**config.mk**
```make
export PLATFORM = sky130hd
export DESIGN_NAME = intersection_scheduler
export DESIGN_NICKNAME = d
export VERILOG_FILES = /design/src/rtl/intersection_scheduler.sv
export SDC_FILE = /design/constraint.sdc
export NUM_CORES = 1
export LEC_CHECK = 0
export ABC_AREA = 0
export CORE_UTILIZATION = 40
export DETAILED_ROUTE_END_ITERATION = 16
export DONT_BUFFER_PORTS = 1
export GPL_TIMING_DRIVEN = 0
export MAX_ROUTING_LAYER = met4
export PLACE_DENSITY_LB_ADDON = 0.08
export SLEW_MARGIN = 10
export SYNTH_ARGS = -nofsm -noshare
export SYNTH_HDL_FRONTEND = slang
export SYNTH_SLANG_ARGS = --single-unit
```
**constraint.sdc**
```tcl
create_clock -name clk -period 3.29 [get_ports clk]
set_input_delay 0.658 -clock clk [delete_from_list [all_inputs] [get_ports clk]]
set_output_delay 0.658 -clock clk [all_outputs]
set_load 0.01 [all_outputs]
```
**src/rtl/intersection_scheduler.sv**
```systemverilog
`default_nettype none
// ============================================================================
//  Module   : intersection_scheduler
//  Purpose  : Two-approach (main A, side B) traffic phase scheduler. Runs the
//             cycle RED_BA -> A_GREEN -> A_YELLOW -> RED_AB -> B_GREEN ->
//             B_YELLOW -> RED_BA. A rests in green until B has demand from a
//             vehicle or a pedestrian. Pedestrian requests are latched per
//             approach and served with a walk indication plus extended green.
//  Ports    : clk            - system clock, rising edge
//             reset_n        - asynchronous active-low reset
//             preempt        - (INTERSECTION_PREEMPT_EN only) preemption level
//             timer_config   - {MIN_GREEN_A, GREEN_B, YELLOW_T, ALL_RED_T}
//             ped_extension  - extra green cycles for a served pedestrian
//             car_b          - side-street vehicle detector (level)
//             ped_a / ped_b  - pedestrian requests (pulse or level)
//             light_a/_b     - heads, RED=100 YELLOW=010 GREEN=001
//             walk_a/_b      - walk indications
//             phase          - current state encoding (debug)
//  Options  : define INTERSECTION_PREEMPT_EN to add the preempt input and the
//             HOLD state (encoding 6). Otherwise encoding 6 is illegal.
//  Revision : 1.0 - initial release
// ============================================================================
module intersection_scheduler #(
    parameter int TW = 6
) (
    input  logic            clk,
    input  logic            reset_n,
`ifdef INTERSECTION_PREEMPT_EN
    input  logic            preempt,
`endif
    input  logic [4*TW-1:0] timer_config,
    input  logic [TW-1:0]   ped_extension,
    input  logic            car_b,
    input  logic            ped_a,
    input  logic            ped_b,
    output logic [2:0]      light_a,
    output logic [2:0]      light_b,
    output logic            walk_a,
    output logic            walk_b,
    output logic [2:0]      phase
);

    typedef enum logic [2:0] {
        S_RED_BA   = 3'd0,
        S_A_GREEN  = 3'd1,
        S_A_YELLOW = 3'd2,
        S_RED_AB   = 3'd3,
        S_B_GREEN  = 3'd4,
        S_B_YELLOW = 3'd5,
        S_HOLD     = 3'd6
    } state_t;

    localparam logic [TW:0] c_ONE = {{TW{1'b0}}, 1'b1};

    // A state of duration D lasts max(D,1) cycles, so the counter loads D-1
    // with zero clamped to zero.
    function automatic logic [TW:0] f_load(input logic [TW:0] dur);
        return (dur == '0) ? '0 : dur - c_ONE;
    endfunction

    state_t      r_state;
    logic [TW:0] r_cnt;
    logic        r_pend_a;
    logic        r_pend_b;
    logic        r_srv_a;
    logic        r_srv_b;

    logic [TW:0] w_min_a;
    logic [TW:0] w_green_b;
    logic [TW:0] w_yellow;
    logic [TW:0] w_all_red;
    logic [TW:0] w_ext;
    logic [TW:0] w_ag_load;
    logic [TW:0] w_bg_load;
    logic        w_zero;
    logic        w_pre;
    logic        w_srv_a;
    logic        w_srv_b;
    logic        w_demand_b;
    logic        w_enter_a;
    logic        w_enter_b;

    // Fields are widened to TW+1 bits so green plus extension cannot overflow.
    assign w_min_a   = {1'b0, timer_config[4*TW-1:3*TW]};
    assign w_green_b = {1'b0, timer_config[3*TW-1:2*TW]};
    assign w_yellow  = {1'b0, timer_config[2*TW-1:TW]};
    assign w_all_red = {1'b0, timer_config[TW-1:0]};
    assign w_ext     = {1'b0, ped_extension};

`ifdef INTERSECTION_PREEMPT_EN
    assign w_pre = preempt;
`else
    assign w_pre = 1'b0;
`endif

    assign w_zero     = (r_cnt == '0);
    assign w_srv_a    = r_pend_a | ped_a;
    assign w_srv_b    = r_pend_b | ped_b;
    assign w_demand_b = car_b | r_pend_b | ped_b;
    assign w_ag_load  = f_load(w_min_a + (w_srv_a ? w_ext : '0));
    assign w_bg_load  = f_load(w_green_b + (w_srv_b ? w_ext : '0));

    // Green entry happens only from the matching all-red state at expiry and
    // never while preemption diverts the all-red state to HOLD.
    assign w_enter_a = (r_state == S_RED_BA) & w_zero & ~w_pre;
    assign w_enter_b = (r_state == S_RED_AB) & w_zero & ~w_pre;

    always_ff @(posedge clk or negedge reset_n) begin
        if (!reset_n) begin
            r_state  <= S_RED_BA;
            r_cnt    <= '0;
            r_pend_a <= 1'b0;
            r_pend_b <= 1'b0;
            r_srv_a  <= 1'b0;
            r_srv_b  <= 1'b0;
        end else begin
            // A request on the entry cycle is served and also stays pending.
            r_pend_a <= (r_pend_a & ~w_enter_a) | ped_a;
            r_pend_b <= (r_pend_b & ~w_enter_b) | ped_b;

            case (r_state)
                S_RED_BA: begin
                    if (w_pre) begin
                        r_state <= S_HOLD;
                        r_cnt   <= '0;
                    end else if (w_zero) begin
                        r_state <= S_A_GREEN;
                        r_cnt   <= w_ag_load;
                        r_srv_a <= w_srv_a;
                    end else begin
                        r_cnt <= r_cnt - c_ONE;
                    end
                end
                S_A_GREEN: begin
                    if (w_pre || (w_zero && w_demand_b)) begin
                        r_state <= S_A_YELLOW;
                        r_cnt   <= f_load(w_yellow);
                    end else if (!w_zero) begin
                        r_cnt <= r_cnt - c_ONE;
                    end
                end
                S_A_YELLOW: begin
                    if (w_zero) begin
                        r_state <= w_pre ? S_HOLD : S_RED_AB;
                        r_cnt   <= w_pre ? '0 : f_load(w_all_red);
                    end else begin
                        r_cnt <= r_cnt - c_ONE;
                    end
                end
                S_RED_AB: begin
                    if (w_pre) begin
                        r_state <= S_HOLD;
                        r_cnt   <= '0;
                    end else if (w_zero) begin
                        r_state <= S_B_GREEN;
                        r_cnt   <= w_bg_load;
                        r_srv_b <= w_srv_b;
                    end else begin
                        r_cnt <= r_cnt - c_ONE;
                    end
                end
                S_B_GREEN: begin
                    if (w_pre || w_zero) begin
                        r_state <= S_B_YELLOW;
                        r_cnt   <= f_load(w_yellow);
                    end else begin
                        r_cnt <= r_cnt - c_ONE;
                    end
                end
                S_B_YELLOW: begin
                    if (w_zero) begin
                        r_state <= w_pre ? S_HOLD : S_RED_BA;
                        r_cnt   <= w_pre ? '0 : f_load(w_all_red);
                    end else begin
                        r_cnt <= r_cnt - c_ONE;
                    end
                end
`ifdef INTERSECTION_PREEMPT_EN
                S_HOLD: begin
                    if (!w_pre) begin
                        r_state <= S_RED_BA;
                        r_cnt   <= f_load(w_all_red);
                    end
                end
`endif
                default: begin
                    // Unreachable encodings recover through a full clearance.
                    r_state <= S_RED_BA;
                    r_cnt   <= f_load(w_all_red);
                end
            endcase
        end
    end

    // Pure decode of the state registers; any non-A/B-active state is red.
    always_comb begin
        light_a = 3'b100;
        light_b = 3'b100;
        walk_a  = 1'b0;
        walk_b  = 1'b0;
        case (r_state)
            S_A_GREEN: begin
                light_a = 3'b001;
                walk_a  = r_srv_a;
            end
            S_A_YELLOW: light_a = 3'b010;
            S_B_GREEN: begin
                light_b = 3'b001;
                walk_b  = r_srv_b;
            end
            S_B_YELLOW: light_b = 3'b010;
            default: ;
        endcase
    end

    assign phase = r_state;

endmodule
`default_nettype wire
```
==> flow_summary.yaml, run 1 <==
final_layout:
  regArea_sq_um: 350
  final_layout_size_suffix_gt1_share_pct: 9.94
  fin_nets: 397
  final_cell_mix: "27 x nand2_1, 27 x a21oi_1, 22 x nor2_1"
  antenna_cells: 0
  syn_to_final_growth_pct: 7.08
  stdcell_area_sq_um: 2670
  multi_input_area_sq_um: 2030
  fillers: 654
clock_tree:
  clk_pin_slew_ns: 0.06
  cts.sinks: 14
  cts.htree.levels: 1
  cts_buffers: 3
  cts_tree: "yes"
  clockBufferDepth: 2
  cts-root-buf: "clkbuf_8"
  clock_latency_ns: 0.25
power_and_ir_drop:
  vdd_ir_drop_max_v: 0.000330
  pwr_density_cell_nw_per_um2: 653
  power.total_uw: 1740
  p_leak_uw: 0.00104
placed_design:
  dp_hpwl_microns: 5810
  portBuffers: 0
  gp_congestion: 0.920
  dpl_worst_slack_ns: -0.321
  placed_area_sq_um: 2580
timing:
  fin_crit_ns: 3.13
  setup_viol: 0
  final_max_slew_viol_count: 0
  fmax_ghz: 0.319
  finalHoldViolations: 0
  holdWs_ns: 0.101
  setup_slack_ns: 0.157
  tightest_slew_ns: 0.667
  max-slew-margin-rel_pct: 55.3
  post-route-period-util_pct: 95.2
  rsz0062_at_grt: "no"
  fin_skew_ns: 0.00143
worst_setup_path:
  cp.required_ns: 3.40
  arrival_ns: 3.24
  critical_path_class: "reg -> reg"
  critical_path.startpoint_type: "flip-flop"
  crit_path_end_kind: "flip-flop"
  worstPathCellList: "nor2_4 > nor2b_1 > ha_1 > fa_1 > inv_1 > ha_2 > nand2_1 > or4b_4 > nand2_2 > a2111oi_1 > o31ai_1 > o211ai_1"
  cp_slowest_cell: "or4b_4"
  path_buf_inv: 1
  worstPathMaxFanout: 7
  cpLargestDelayFamily: "simple AND/OR/NAND/NOR gates"
  max_stage_delay_ns: 0.53
synthesis:
  synth-seq-cells: 14
  yosysWarnings: 0
  synth.distinct_cells: 65
  synth_edf_count: 0
  synth.avg_cell_area_sq_um: 7.41
  postSynth.asyncResetShare_pct: 100
  synthCells: 336
  synth_fp_nets: 390
  ys_seq_area_share_pct: 14.1
  synth_top_flop_cell: "dfrtp_1"
  synth_area_sq_um: 2490
min_path:
  min_path_type: "in -> async"
floorplan:
  initial_core_util_pct: 41.8
  die_area_sq_um: 6550
  fp.coreArea_sq_um: 5960
  num_io_pins: 46
  fp-row-count: 28
  die_h_microns: 80.9
  die_x_microns: 80.9
drt:
  via_per_inst: 6.26
  drt_iter0_drc: 191
  wl_per_cell_microns: 17.5
  num_vias: 2611
  antenna_left: 0
  drc: 0
  drt_pass1_iterations: 5
  wl_microns: 7290
global_routing:
  grt_max_degree: 15
  grt_use_total_pct: 23.3
  antenna_found_initial: 0
  grt_pass1_wl_microns: 11400
  grt_overflow_total: 0
  grt_pass1_vias: 2395
run_status:
  outcome: "finished, final reports clean"
job:
  cap_violations: 0
-- kinds of logic (layout without fill, tap and decap cells) --
kind of cell,count (synthesis),after routing,share of synthesized area [%]
AO/OA/AOI/OAI,117,117,34.3
AND/OR/NAND/NOR,138,138,30.0
multiplexers,5,5,2.11
flip-flops,14,14,14.1
XOR/XNOR,12,12,4.52
adder cells (fa/ha/maj),19,19,10.1
buffers and inverters,31,37,4.82
-- Yosys cell counts, types with 3 or more instances --
library cell | instances | share of area [%]
nand3_1 | 9 | 1.8
mux2i_1 | 3 | 1.2
and3_1 | 4 | 1.0
a21boi_0 | 5 | 1.5
ha_1 | 17 | 8.5
o21a_1 | 3 | 0.90
nor2b_1 | 19 | 4.8
buf_2 | 3 | 0.60
o22ai_1 | 3 | 0.75
o21ai_0 | 11 | 2.2
nand2_1 | 27 | 4.1
xnor2_1 | 6 | 2.1
a21o_1 | 5 | 1.5
o31ai_1 | 5 | 1.5
and2_1 | 4 | 1.0
a21oi_1 | 27 | 5.4
a211oi_1 | 8 | 2.4
nor3b_1 | 5 | 1.5
dfrtp_1 | 14 | 14
nand2b_1 | 7 | 1.8
inv_1 | 17 | 2.6
or3_1 | 4 | 1.0
nor2_1 | 24 | 3.6
o311ai_0 | 3 | 1.1
clkbuf_1 | 11 | 1.7
nand4_1 | 5 | 1.3
xor2_1 | 5 | 1.8
o32ai_1 | 7 | 2.5
a31oi_1 | 4 | 1.0
o211ai_1 | 5 | 1.5
nor3_1 | 15 | 3.0
a221oi_1 | 4 | 1.4
-- per-stage QoR --
step / std cells / setup TNS (ns) / utilization [%]
6_report: 417 / 0 / 44.8
3_3_place_gp: 411 / -1.10 / 43.4
3_5_place_dp: 411 / -1.29 / 43.4
2_1_floorplan: 336 / 0 / -
5_1_grt: 417 / 0 / 44.8
4_1_cts: 415 / 0 / 44.4
-- worst register-to-register path, cell delays in order, from the launching register on --
cell       delay (ns)
dfrtp_1          0.44
nor2_4           0.22
nor2b_1          0.08
ha_1             0.21
fa_1             0.43
inv_1            0.09
ha_2             0.22
nand2_1          0.06
or4b_4           0.53
nand2_2          0.11
a2111oi_1        0.10
o31ai_1          0.37
o211ai_1         0.14
-- worst paths after layout --
| path | startpoint | endpoint | slack (ns) | cells past startpoint |
|---|---|---|---|---|
| hold / removal | reset_n | r_srv_a$_DFFE_PN0P_ | 0.10 | 0 |
| min in group clk | r_srv_b$_DFFE_PN0P_ | r_srv_b$_DFFE_PN0P_ | 0.47 | 2 |
| hold reg to reg | r_srv_b$_DFFE_PN0P_ | r_srv_b$_DFFE_PN0P_ | 0.47 | 2 |
| max in group asynchronous | reset_n | r_cnt[3]$_DFFE_PN0P_ | 3.12 | 0 |
| setup / recovery | r_pend_b$_DFF_PN0_ | r_cnt[5]$_DFFE_PN0P_ | 0.16 | 12 |
| setup reg to reg | r_pend_b$_DFF_PN0_ | r_cnt[5]$_DFFE_PN0P_ | 0.16 | 12 |
-- registers in the layout (all words and copies together) (netlist names) --
name	count
r_srv_b	1
r_pend_b	1
r_srv_a	1
r_pend_a	1
phase	3
r_cnt	7
-- report_power, final --
| group | internal (uW) | switching, uW |
|---|---|---|
| Clock | 106 | 63.4 |
| Sequential | 245 | 79.2 |
| Combinational | 471 | 778 |
| Total | 822 | 920 |
-- final cells by class --
cell class / count / share of cell area (%)
plain buffers: 14 / 2.11
clock buffers: 4 / 2.06
inverters: 17 / 2.39
multi-input cells: 291 / 76.2
flip-flops and latches: 14 / 13.1
well taps: 75 / 3.52
repair buffers: 2 / 0.563
-- per-layer routing --
layer	global-route usage (%)	part of all wire [%]	vias to the layer above
li1	-	-	1296
met3	3.15	6.3	12
met1	29.9	45	1198
met2	39.1	47	105
met4	4.64	1.7	0
met5	-	0	-
-- what timing repair did --
| action | CTS | global route |
|---|---|---|
| pin swaps | 0 | 3 |
| setup endpoints to repair | 2 | 4 |
| buffers inserted | 0 | 2 |
| resized for setup | 1 | 3 |
| hold buffers | 0 | 0 |
Note: power is estimated with default switching activity, not from simulation.
==> run 2: changes to the inputs <==
Settings changed: CORE_MARGIN set to 2.
==> flow_summary.yaml, run 2 (synthesis results as in run 1) <==
run_status:
  outcome: "finished, final reports clean"
placed_design:
  portBuffers: 0
  placed_area_sq_um: 2580
  dp_hpwl_microns: 5970
  gp_congestion: 0.979
timing:
  rsz0062_at_grt: "no"
  max-slew-margin-rel_pct: 59.0
  tightest_slew_ns: 0.612
  post-route-period-util_pct: 93.3
  fmax_ghz: 0.326
  finalSetupTns_ns: 0
  holdWs_ns: 0.0974
  final_max_slew_viol_count: 0
  setup_viol: 0
  fin_skew_ns: 0.00289
  fin_crit_ns: 3.07
  finalHoldViolations: 0
power_and_ir_drop:
  pwr_density_cell_nw_per_um2: 658
  combPwrFrac_pct: 71.7
  p_int_uw: 825
  p_clk_share_pct: 9.6
  power.total_uw: 1760
  seqPwrFrac_pct: 18.7
  vdd_ir_drop_max_v: 0.000257
  swShare_pct: 53.0
  p_sw_uw: 932
  p_leak_uw: 0.00104
final_layout:
  fillers: 614
  syn_to_final_growth_pct: 7.23
  stdcell_area_sq_um: 2670
  utilization_pct: 44.9
  antenna_cells: 0
  largest_reg_flops: 7
  final_cell_mix: "27 x nand2_1, 27 x a21oi_1, 22 x nor2_1"
  final_layout_size_suffix_gt1_share_pct: 9.97
  fin_nets: 396
  regMostFlops: "r_cnt"
worst_setup_path:
  crit_path_end_kind: "flip-flop"
  cp-startpoint: "r_pend_b$_DFF_PN0_"
  cp_slowest_cell: "or4b_4"
  critical_path.startpoint_type: "flip-flop"
  max_stage_delay_ns: 0.53
  arrival_ns: 3.18
  critical_path_class: "reg -> reg"
  reg2reg_from: "r_pend_b$_DFF_PN0_"
  worstPathCellList: "nor2_4 > nor2b_1 > ha_1 > fa_1 > inv_1 > ha_4 > nand2_1 > or4b_4 > nand2_2 > a2111oi_1 > o31ai_1 > o211ai_1"
  cp.required_ns: 3.40
  worstPathMaxFanout: 7
job:
  cap_violations: 0
drt:
  drc: 0
  drt_iter0_drc: 262
  num_vias: 2581
  wl_microns: 7460
  wl_per_cell_microns: 17.9
  via_per_inst: 6.20
  drt_pass1_iterations: 4
  antenna_left: 0
global_routing:
  grt_overflow_total: 0
  antenna_found_initial: 0
  grt_pass1_vias: 2398
  grt_pass1_wl_microns: 11900
  grt_use_total_pct: 21.5
  grt_max_degree: 15
clock_tree:
  cts_buffers: 3
  cts-root-buf: "clkbuf_8"
  cts.htree.levels: 1
  cts.sinks: 14
  clk_pin_slew_ns: 0.06
  clockBufferDepth: 2
  clock_latency_ns: 0.25
  cts_tree: "yes"
floorplan:
  die_x_microns: 82.9
  fp.coreArea_sq_um: 5960
  num_io_pins: 46
  die_h_microns: 82.9
  fp-row-count: 28
  initial_core_util_pct: 41.8
  die_area_sq_um: 6870
min_path:
  min_path_type: "in -> async"
-- run 2: what timing repair did --
item                       in CTS  in global routing
pin swaps                       0                  4
buffers inserted                0                  1
hold buffers                    0                  0
gates resized for setup         1                  5
setup endpoints to repair       2                  4
-- run 2: path summary, 6_finish.rpt --
| path | endpoint | slack, ns | cells after the start |
|---|---|---|---|
| worst max-delay path | r_cnt[5]$_DFFE_PN0P_ | 0.22 | 12 |
| worst min-delay path | phase[0]$_DFFE_PN0P_ | 0.1 | 0 |
| worst max register to register | r_cnt[5]$_DFFE_PN0P_ | 0.22 | 12 |
| worst min register to register | r_srv_a$_DFFE_PN0P_ | 0.47 | 2 |
| max in group asynchronous | r_pend_b$_DFF_PN0_ | 3.11 | 0 |
| min in group clk | r_srv_a$_DFFE_PN0P_ | 0.47 | 2 |
-- run 2: power groups by stage --
| stage | Sequential [uW] | Clock [uW] | Combinational, uW |
|---|---|---|---|
| floorplan | 303 | 0 | 940 |
| global placement | 327 | 0 | 1230 |
| detailed placement | 328 | 0 | 1220 |
| CTS | 325 | 173 | 1230 |
| global route | 336 | 181 | 1370 |
| finish | 328 | 169 | 1260 |
-- run 2: final cells by class --
class / count / area (sq um) / area share, %
Multi-Input combinational cell: 291 / 2040 / 76.5
Clock buffer: 4 / 55.1 / 2.06
Sequential cell: 14 / 352 / 13.2
Buffer: 14 / 56.3 / 2.11
Tap cell: 75 / 93.8 / 3.51
Timing Repair Buffer: 1 / 7.51 / 0.281
Inverter: 17 / 63.8 / 2.39
-- run 2: stage by stage --
stage,worst slack (ns),instances
floorplan,0.104,336
global placement,-0.321,411
detailed placement,-0.357,411
CTS,0.0405,415
global route,0.0153,416
finish,0.219,416
-- run 2: routing by layer --
metal  track usage, %  wire length [microns]
met4             3.58                     67
met2             36.7                   3590
met5                -                      0
met1             27.2                   3300
met3             3.48                    497
-- run 2: worst max-delay path: cells and delay by family (launching register included) --
family,cells,cell delay [ns]
fa+ha+maj,3,0.82
simple gates,5,0.97
flops,1,0.44
buf+inv,1,0.12
compound gates,3,0.58
==> run 3: changes to the inputs <==
Settings changed: CORE_UTILIZATION 40 to 46.
Clock period 3.29 ns to 3.4 ns, I/O delays scaled along.
==> flow_summary.yaml, run 3 (synthesis results as in run 1) <==
power_and_ir_drop:
  power.total_uw: 1670
  pwr_density_cell_nw_per_um2: 633
  p_leak_uw: 0.00103
  vdd_ir_drop_max_v: 0.000218
timing:
  post-route-period-util_pct: 92.5
  fmax_ghz: 0.318
  final_max_slew_viol_count: 0
  finalSetupTns_ns: 0
  finalHoldViolations: 0
  fin_crit_ns: 3.14
  tightest_slew_ns: 0.614
  max-slew-margin-rel_pct: 58.8
  rsz0062_at_grt: "no"
  setup_viol: 0
  fin_skew_ns: 0.000808
clock_tree:
  cts_tree: "yes"
  post_cts_buffers: 0
  cts-root-buf: "clkbuf_8"
  cts_buffers: 3
  clockBufferDepth: 2
  clock_latency_ns: 0.24
  hold_buffers: 0
  clk_pin_slew_ns: 0.06
  cts.sinks: 14
  cts.htree.levels: 1
  post_cts_resized: 0
global_routing:
  grt_max_degree: 15
  grt_pass1_wl_microns: 11700
  grt_pass1_vias: 2480
  grt_use_total_pct: 24.4
  grt_overflow_total: 0
  antenna_found_initial: 0
floorplan:
  die_x_microns: 77.6
  die_area_sq_um: 6020
  fp-row-count: 26
  fp.coreArea_sq_um: 5170
  num_io_pins: 46
  initial_core_util_pct: 48.2
  die_h_microns: 77.6
drt:
  drt_pass1_iterations: 5
  drc: 0
  wl_microns: 7190
  via_per_inst: 6.51
  antenna_left: 0
  num_vias: 2670
  wl_per_cell_microns: 17.5
  drt_iter0_drc: 214
worst_setup_path:
  rrSetupSlack_ns: 0.32
  crit_top_cell: "a21oi_1"
  cp.required_ns: 3.51
  critical_path.startpoint_type: "primary input"
  worstPathCellList: "nor2_1 > nor2b_1 > ha_1 > fa_1 > a21o_1 > a21oi_1 > mux2i_1 > a31oi_2 > a32oi_1 > a21oi_1"
  cpLargestDelayFamily: "compound AO/OA/AOI/OAI gates"
  arrival_ns: 3.25
  cp_slowest_cell: "fa_1"
  reg2reg_from: "r_pend_a$_DFF_PN0_"
  critical_path_class: "in -> reg"
  reg2reg_to: "r_cnt[2]$_DFFE_PN0P_"
  worstPathMaxFanout: 7
  path_buf_inv: 0
  crit_path_end_kind: "flip-flop"
  max_stage_delay_ns: 0.40
  reg2reg_depth: 10
min_path:
  min_path_type: "in -> async"
run_status:
  outcome: "finished, final reports clean"
placed_design:
  portBuffers: 0
  dp_hpwl_microns: 5740
  gp_congestion: 0.964
final_layout:
  regMostFlops: "r_cnt"
  syn_to_final_growth_pct: 6.03
  antenna_cells: 0
  final_layout_size_suffix_gt1_share_pct: 8.82
  largest_reg_flops: 7
  final_cell_mix: "27 x nand2_1, 27 x a21oi_1, 23 x nor2_1"
  fin_nets: 395
job:
  cap_violations: 0
-- run 3: cell types whose count changed in the layout (fill, tap and decap cells not counted), sizes merged --
cell	before	now
buf	4	3
-- run 3: per-layer routing --
metal | up-vias | track usage [%] | share of wire, % | routed length [microns]
met2 | 128 | 41.1 | 49 | 3500
met1 | 1237 | 31.7 | 42 | 3030
met4 | 0 | 5.18 | 1.8 | 129
li1 | 1289 | - | - | -
met3 | 16 | 2.56 | 7.5 | 537
met5 | - | - | 0 | 0
-- run 3: worst max path at each step --
stage / startpoint / endpoint / slack (ns) / cells past startpoint
after floorplan: ped_b / r_cnt[6]$_DFFE_PN0P_ / 0.19 / 12
after global placement: ped_b / r_cnt[5]$_DFFE_PN0P_ / -0.15 / 12
after detailed placement: ped_b / r_cnt[6]$_DFFE_PN0P_ / -0.17 / 12
after CTS: ped_b / r_cnt[6]$_DFFE_PN0P_ / 0.07 / 12
after global routing: ped_a / r_cnt[2]$_DFFE_PN0P_ / 0.02 / 10
final: ped_a / r_cnt[2]$_DFFE_PN0P_ / 0.26 / 10
-- run 3: area by class of cell --
class / count / area, sq um
clock buffer: 4 / 55.1
inverter: 17 / 63.8
tap: 70 / 87.6
fill: 510 / 2530
multi-input combinational: 291 / 2030
sequential: 14 / 350
buffer: 14 / 56.3
-- run 3: metrics by stage --
| step | cell area, sq um | std cells | utilization, % | hold WS [ns] | setup WS, ns |
|---|---|---|---|---|---|
| 2_1_floorplan | 2490 | 336 | - | 0.384 | 0.192 |
| 3_3_place_gp | 2580 | 406 | 49.9 | 0.385 | -0.154 |
| 3_5_place_dp | 2580 | 406 | 49.9 | 0.385 | -0.173 |
| 4_1_cts | 2630 | 410 | 50.9 | 0.118 | 0.0700 |
| 5_1_grt | 2640 | 410 | 51.1 | 0.111 | 0.0240 |
| 6_report | 2640 | 410 | 51.1 | 0.127 | 0.256 |
-- run 3: power by group --
group	total (uW)	internal, uW	switching [uW]
clock	159	102	56.8
sequential	315	237	77.8
combinational	1200	453	744
total	1670	793	879
-- run 3: worst reg2reg max path: stages (launching register included) --
cell and delay (ns):
dfrtp_1 0.37, nor2_1 0.38, nor2b_1 0.11, ha_1 0.23
fa_1 0.40, a21o_1 0.17, a21oi_1 0.32, mux2i_1 0.30
a31oi_2 0.21, a32oi_1 0.32, a21oi_1 0.14
